--- src/rtl/parse_context_pkt_if.sv ---
// parse_context_pkt_if: framed word input and parsed-context result port of parse_context_pkt
interface parse_context_pkt_if;
  logic [35:0] data_i;
  logic        src_rdy_i;
  logic        dst_rdy_o;
  logic        ctxt_valid;
  logic        ctxt_ready;
  logic [31:0] streamid;
  logic [63:0] vita_time;
  logic [31:0] message;
  logic [31:0] seqnum;
  logic [3:0]  hdr_seqno;
  logic        seq_err;
  logic        fmt_err;
  logic [15:0] err_count;
  modport slave (
    input  data_i, src_rdy_i, ctxt_ready,
    output dst_rdy_o, ctxt_valid, streamid, vita_time, message, seqnum,
           hdr_seqno, seq_err, fmt_err, err_count
  );
  modport master (
    output data_i, src_rdy_i, ctxt_ready,
    input  dst_rdy_o, ctxt_valid, streamid, vita_time, message, seqnum,
           hdr_seqno, seq_err, fmt_err, err_count
  );
endinterface

--- src/rtl/parse_context_pkt.sv ---
// parse_context_pkt: parses framed VITA context packets into stream/time/message/seqnum results
module parse_context_pkt #(
  parameter bit PROT_ENG_FLAGS = 1'b1
) (
  input logic clk,
  input logic reset,
  input logic clear,
  parse_context_pkt_if.slave bus
);
  typedef enum logic [3:0] {IDLE, PROT_ENG, HEADER, STREAMID, TICS, TICS2, MESSAGE, FLOWCTRL, DRAIN} state_t;
  state_t r_state, w_next;
  logic [31:0] r_sh_sid, r_sh_hi, r_sh_lo, r_sh_msg;
  logic [3:0]  r_sh_seq;
  logic [31:0] r_streamid, r_message, r_seqnum;
  logic [63:0] r_vita_time;
  logic [3:0]  r_hdr_seqno;
  logic        r_valid, r_armed, r_fmt_err, r_seq_err;
  logic [15:0] r_err_count;
  logic [31:0] w_d;
  logic        w_sof, w_eof, w_acc, w_mid, w_pe_ok, w_hdr_ok, w_first_ok;
  logic        w_fmt, w_hdr_ld, w_deliver, w_seq, w_unused;
  assign w_d        = bus.data_i[31:0];
  assign w_sof      = bus.data_i[32];
  assign w_eof      = bus.data_i[33];
  assign w_unused   = ^bus.data_i[35:34];
  assign w_mid      = r_state != IDLE && r_state != DRAIN;
  assign w_pe_ok    = w_d[15:0] == 16'd24;
  assign w_hdr_ok   = w_d[31:28] == 4'h5 && w_d[15:0] == 16'd6;
  assign w_first_ok = PROT_ENG_FLAGS ? w_pe_ok : w_hdr_ok;
  // Only a finished packet waiting behind an unconsumed result can stall the input
  assign bus.dst_rdy_o = !(r_state == FLOWCTRL && r_valid && !bus.ctxt_ready);
  assign w_acc = bus.src_rdy_i & bus.dst_rdy_o;
  assign w_seq = w_deliver && r_armed && (r_sh_seq != r_hdr_seqno + 4'd1);
  always_comb begin
    w_next    = r_state;
    w_fmt     = 1'b0;
    w_hdr_ld  = 1'b0;
    w_deliver = 1'b0;
    if (w_acc && w_sof) begin
      w_fmt    = w_mid || !w_first_ok || w_eof;
      w_hdr_ld = !PROT_ENG_FLAGS;
      w_next   = w_eof ? IDLE : !w_first_ok ? DRAIN : PROT_ENG_FLAGS ? HEADER : STREAMID;
    end else if (w_acc) begin
      case (r_state)
        IDLE:  w_next = IDLE;
        DRAIN: w_next = w_eof ? IDLE : DRAIN;
        HEADER: begin
          w_hdr_ld = 1'b1;
          w_fmt    = w_eof || !w_hdr_ok;
          w_next   = w_eof ? IDLE : w_hdr_ok ? STREAMID : DRAIN;
        end
        FLOWCTRL: begin
          w_fmt     = !w_eof;
          w_deliver = w_eof;
          w_next    = w_eof ? IDLE : DRAIN;
        end
        default: begin
          w_fmt  = w_eof;
          w_next = w_eof ? IDLE : r_state == PROT_ENG ? HEADER : r_state == STREAMID ? TICS :
                   r_state == TICS ? TICS2 : r_state == TICS2 ? MESSAGE : FLOWCTRL;
        end
      endcase
    end
  end
  always_ff @(posedge clk) begin
    if (reset || clear) begin
      r_state     <= IDLE;
      r_valid     <= 1'b0;
      r_armed     <= 1'b0;
      r_fmt_err   <= 1'b0;
      r_seq_err   <= 1'b0;
      r_sh_sid    <= '0;
      r_sh_hi     <= '0;
      r_sh_lo     <= '0;
      r_sh_msg    <= '0;
      r_sh_seq    <= '0;
      r_streamid  <= '0;
      r_vita_time <= '0;
      r_message   <= '0;
      r_seqnum    <= '0;
      r_hdr_seqno <= '0;
    end else begin
      r_state   <= w_next;
      r_fmt_err <= w_fmt;
      r_seq_err <= w_seq;
      if (w_acc && r_state == STREAMID) r_sh_sid <= w_d;
      if (w_acc && r_state == TICS) r_sh_hi <= w_d;
      if (w_acc && r_state == TICS2) r_sh_lo <= w_d;
      if (w_acc && r_state == MESSAGE) r_sh_msg <= w_d;
      if (w_hdr_ld) r_sh_seq <= w_d[19:16];
      if (w_deliver) begin
        r_streamid  <= r_sh_sid;
        r_vita_time <= {r_sh_hi, r_sh_lo};
        r_message   <= r_sh_msg;
        r_seqnum    <= w_d;
        r_hdr_seqno <= r_sh_seq;
        r_valid     <= 1'b1;
        r_armed     <= 1'b1;
      end else if (bus.ctxt_ready) begin
        r_valid <= 1'b0;
      end
    end
  end
  always_ff @(posedge clk) begin
    if (reset) r_err_count <= '0;
    else if (!clear && (w_fmt || w_seq) && r_err_count != 16'hFFFF) r_err_count <= r_err_count + 16'd1;
  end
  assign bus.ctxt_valid = r_valid;
  assign bus.streamid   = r_streamid;
  assign bus.vita_time  = r_vita_time;
  assign bus.message    = r_message;
  assign bus.seqnum     = r_seqnum;
  assign bus.hdr_seqno  = r_hdr_seqno;
  assign bus.seq_err    = r_seq_err;
  assign bus.fmt_err    = r_fmt_err;
  assign bus.err_count  = r_err_count;
endmodule

--- src/flat_wrapper.sv ---
// flat-port wrapper written by rule: the top's interface ports become plain ports
module parse_context_pkt_flat 
#(
  parameter bit PROT_ENG_FLAGS = 1'b1
)
  (clk, reset, clear, bus_data_i, bus_src_rdy_i, bus_ctxt_ready, bus_dst_rdy_o, bus_ctxt_valid, bus_streamid, bus_vita_time, bus_message, bus_seqnum, bus_hdr_seqno, bus_seq_err, bus_fmt_err, bus_err_count);
  parse_context_pkt_if bus_i ();
  input logic clk;
  input logic reset;
  input logic clear;
  input wire logic [$bits(bus_i.data_i)-1:0] bus_data_i;
  input wire logic [$bits(bus_i.src_rdy_i)-1:0] bus_src_rdy_i;
  input wire logic [$bits(bus_i.ctxt_ready)-1:0] bus_ctxt_ready;
  output wire logic [$bits(bus_i.dst_rdy_o)-1:0] bus_dst_rdy_o;
  output wire logic [$bits(bus_i.ctxt_valid)-1:0] bus_ctxt_valid;
  output wire logic [$bits(bus_i.streamid)-1:0] bus_streamid;
  output wire logic [$bits(bus_i.vita_time)-1:0] bus_vita_time;
  output wire logic [$bits(bus_i.message)-1:0] bus_message;
  output wire logic [$bits(bus_i.seqnum)-1:0] bus_seqnum;
  output wire logic [$bits(bus_i.hdr_seqno)-1:0] bus_hdr_seqno;
  output wire logic [$bits(bus_i.seq_err)-1:0] bus_seq_err;
  output wire logic [$bits(bus_i.fmt_err)-1:0] bus_fmt_err;
  output wire logic [$bits(bus_i.err_count)-1:0] bus_err_count;
  assign bus_i.data_i = bus_data_i;
  assign bus_i.src_rdy_i = bus_src_rdy_i;
  assign bus_i.ctxt_ready = bus_ctxt_ready;
  assign bus_dst_rdy_o = bus_i.dst_rdy_o;
  assign bus_ctxt_valid = bus_i.ctxt_valid;
  assign bus_streamid = bus_i.streamid;
  assign bus_vita_time = bus_i.vita_time;
  assign bus_message = bus_i.message;
  assign bus_seqnum = bus_i.seqnum;
  assign bus_hdr_seqno = bus_i.hdr_seqno;
  assign bus_seq_err = bus_i.seq_err;
  assign bus_fmt_err = bus_i.fmt_err;
  assign bus_err_count = bus_i.err_count;
  parse_context_pkt #(.PROT_ENG_FLAGS(PROT_ENG_FLAGS)) u_core (.clk(clk), .reset(reset), .clear(clear), .bus(bus_i));
endmodule
--- config.mk ---
export PLATFORM = sky130hd
export DESIGN_NAME = parse_context_pkt_flat
export DESIGN_NICKNAME = d
export VERILOG_FILES = /design/src/rtl/parse_context_pkt_if.sv /design/src/rtl/parse_context_pkt.sv /design/src/flat_wrapper.sv
export SDC_FILE = /design/constraint.sdc
export NUM_CORES = 1
export LEC_CHECK = 0
export CORE_UTILIZATION = 40
export DETAILED_ROUTE_END_ITERATION = 10
export PLACE_DENSITY_LB_ADDON = 0.15
export SYNTH_ARGS = -nofsm -noshare
export SYNTH_HDL_FRONTEND = slang
export SYNTH_SLANG_ARGS = --single-unit
--- constraint.sdc ---
create_clock -name clk -period 2.7 [get_ports clk]
set_input_delay 0.54 -clock clk [delete_from_list [all_inputs] [get_ports clk]]
set_output_delay 0.54 -clock clk [all_outputs]
set_load 0.02 [all_outputs]
==> flow_metrics.py, run 1 <==
metrics = {
    "worst_hold_path": {
        "hold_class": "reg -> reg",
    },
    "synthesis": {
        "ys.flop_type": "dfxtp_1",
        "syn-num-nets": 1523,
        "synth-seq-area-share_pct": 55.2,
        "netlist_area_um2": 11600,
        "synthCells": 1480,
        "avgSynthCellArea_um2": 7.85,
        "synthArstFlopShare_pct": 0,
        "synth_cell_types": 48,
        "yosys_warnings": 0,
        "synth_edf_count": 0,
        "synth-seq-cells": 320,
    },
    "placement": {
        "dp.cells": 2044,
        "hpwl_mm": 23.1,
        "io_buffers": 222,
        "place_congestion": 0.860,
    },
    "detailed_routing": {
        "dr.pass1.iters": 5,
        "initialDrtViolationCount": 744,
        "vias": 10568,
        "drtAntennaViolNets": 0,
        "viasPerCell": 5.02,
        "wire_per_inst_um": 17.1,
        "routed_wl_mm": 36.1,
        "route.detailed.drc": 0,
    },
    "timing": {
        "clock.fmax_mhz": 379,
        "skew_ns": 0.0151,
        "final.period_utilization_pct": 97.7,
        "min_period_ns": 2.64,
        "rsz0062_at_grt": "no",
        "tightest_slew_ns": 0.717,
        "slew_headroom_pct": 52.1,
        "setup_viol": 0,
        "finalHoldViolCount": 0,
        "final_max_slew_viol_count": 0,
        "finalSetupTns_ns": 0,
    },
    "power_and_ir_drop": {
        "leakagePower_nw": 4.95,
        "power_frac_seq_pct": 48.7,
        "p_sw_share_pct": 21.5,
        "intPower_mw": 7.63,
        "p_sw_mw": 2.09,
        "p_comb_share_pct": 3.5,
        "clkPwrFrac_pct": 47.9,
        "p_per_area_nw_per_um2": 622,
        "ir_drop_mv": 0.354,
    },
    "clock_network": {
        "clk_latency_ns": 0.51,
        "cts_made_buffers": 35,
        "cts_max_level": 2,
        "cts-hold-fix-buffers": 0,
        "cts_tree": "done",
        "clkSinkCount": 320,
        "postCtsSetupBuffers": 0,
        "cts_root_buffer": "clkbuf_16",
        "clockBufferDepth": 3,
        "cts.clk_slew.worst_paths_ns": 0.06,
    },
    "floorplan": {
        "core_area_um2": 28600,
        "start_util_pct": 40.6,
        "rows": 62,
        "ios": 225,
        "die_w_um": 172,
        "die_y_um": 172,
        "die_area_um2": 29700,
    },
    "run": {
        "maxCapViolations": 0,
    },
    "critical_path": {
        "critPathMaxFanout": 2,
        "worst-setup-path-type": "in -> out",
        "worstPathRequired_ns": 2.16,
        "crit_path_end_kind": "output pin",
        "cp.arrival_ns": 2.10,
        "cp-start-kind": "input port",
    },
    "global_route": {
        "grt_pass1_wl_mm": 54.5,
        "overflow": 0,
        "track_usage_pct": 24.2,
        "grt_max_degree": 106,
        "antenna_found_initial": 1,
        "grt_pass1_vias": 9774,
    },
    "cells_and_area": {
        "finalNonFillerCells": 2106,
        "final_cell_mix": "nand2_1, dfxtp_1, a21oi_1",
        "area_growth_pct": 34.5,
        "nNetsFinal": 1740,
        "mostFrequentLayoutCell": "nand2_1",
        "drive_gt1_share_pct": 8.13,
    },
    "status": {
        "status": "complete, no violations",
    },
}
[worst paths after layout]
kind,end,slack (ns),depth (start not counted),from
max,bus_dst_rdy_o,0.06,5,bus_ctxt_ready
max reg2reg,u_core.bus.err_count[11]$_SDFFE_PP0P_,0.25,7,u_core.r_state[3]$_SDFFE_PP0P_
min,u_core.bus.message[22]$_SDFFE_PP0N_,0.44,2,u_core.r_sh_msg[22]$_SDFFE_PP0P_
min reg2reg,u_core.bus.message[22]$_SDFFE_PP0N_,0.44,2,u_core.r_sh_msg[22]$_SDFFE_PP0P_
[cells by family (layout without fill, tap and decap cells)]
family | count (synthesis) | after routing | synth area share (%)
AO/OA/AOI/OAI | 336 | 336 | 15.2
AND/OR/NAND/NOR | 690 | 690 | 24.1
other | 0 | 1 | 0
adder cells (fa/ha/maj) | 3 | 3 | 0.302
buffers and inverters | 114 | 355 | 3.76
flip-flops | 320 | 320 | 55.2
XOR/XNOR | 6 | 6 | 0.453
multiplexers | 11 | 11 | 1.00
[timing repair]
action	in CTS	in global routing
gates resized for setup	1	0
endpoints found under the hold margin	0	0
endpoints found under the setup margin	1	0
[final cells by class]
type / count / area [µm²]
Fill cell: 2733 / 13000
Sequential cell: 320 / 6410
Multi-Input combinational cell: 1046 / 4790
Timing Repair Buffer: 290 / 2800
Clock buffer: 52 / 1050
Tap cell: 384 / 480
Clock inverter: 9 / 76.3
Inverter: 4 / 15.0
Antenna cell: 1 / 2.50
[sequential cells by signal, summed over array words and instances, names as in the netlist, 16 cells and up]
| name | flops |
|---|---|
| u_core.bus.seqnum | 32 |
| u_core.bus.message | 32 |
| u_core.r_sh_msg | 32 |
| u_core.bus.vita_time | 64 |
| u_core.bus.err_count | 16 |
| u_core.r_sh_lo | 32 |
| u_core.r_sh_sid | 32 |
| u_core.r_sh_hi | 32 |
| u_core.bus.streamid | 32 |
[cell usage after synthesis (5+ instances only)]
| cell type | n | area, µm² |
|---|---|---|
| o31ai_1 | 9 | 67.6 |
| nor4_1 | 9 | 56.3 |
| nor2_1 | 22 | 82.6 |
| nor3_1 | 9 | 45.0 |
| mux2_2 | 5 | 56.3 |
| nor2b_1 | 7 | 43.8 |
| dfxtp_1 | 320 | 6410 |
| or4_1 | 9 | 67.6 |
| nand3_1 | 8 | 40.0 |
| mux2i_1 | 6 | 60.1 |
| nand2_1 | 596 | 2240 |
| a21oi_1 | 309 | 1550 |
| nand2b_1 | 5 | 31.3 |
| clkbuf_1 | 105 | 394 |
[per-layer routing]
layer / share of wire [%] / GRT usage, %
met5: 0 / 0
met4: 3.0 / 8.58
met3: 7.5 / 6.27
met2: 45 / 39.2
met1: 44 / 30.9
[power by group through the flow]
stage	combinational (mW)	sequential (mW)	clock, mW
global placement	0.337	4.83	0
detailed placement	0.337	4.83	0
CTS	0.338	4.73	4.74
finish	0.339	4.73	4.65
global route	0.352	4.72	4.92
floorplan	0.103	4.83	0
[stage by stage]
stage / power, mW / utilization (%) / hold slack (ns) / instance area (µm²) / setup slack [ns]
4_1_cts: 9.80 / 54.6 / 0.447 / 15600 / 0.0664
6_report: 9.71 / 54.6 / 0.443 / 15600 / 0.0614
5_1_grt: 10.0 / 54.6 / 0.465 / 15600 / 0.0355
3_5_place_dp: 5.17 / 50.6 / 0.443 / 14500 / -0.359
2_1_floorplan: 4.93 / - / 0.432 / 11600 / 0.0597
3_3_place_gp: 5.17 / 50.6 / 0.439 / 14500 / -0.349
[worst max-delay path: stages]
cell,delay (ns)
clkdlybuf4s50_1,0.41
nand2b_1,0.18
buf_4,0.15
or2_2,0.29
clkdlybuf4s50_1,0.54
Power figures use the tool's default switching activity.
==> run 2, diff against run 1 <==
--- a/config.mk
+++ b/config.mk
@@ -6,6 +6,7 @@
 export NUM_CORES = 1
 export LEC_CHECK = 0
 export CORE_UTILIZATION = 40
+export CTS_CLUSTER_SIZE = 14
 export DETAILED_ROUTE_END_ITERATION = 10
 export PLACE_DENSITY_LB_ADDON = 0.15
 export SYNTH_ARGS = -nofsm -noshare
==> results of run 2 <==
Final layout, timing and power as in run 1 (identical DEF).
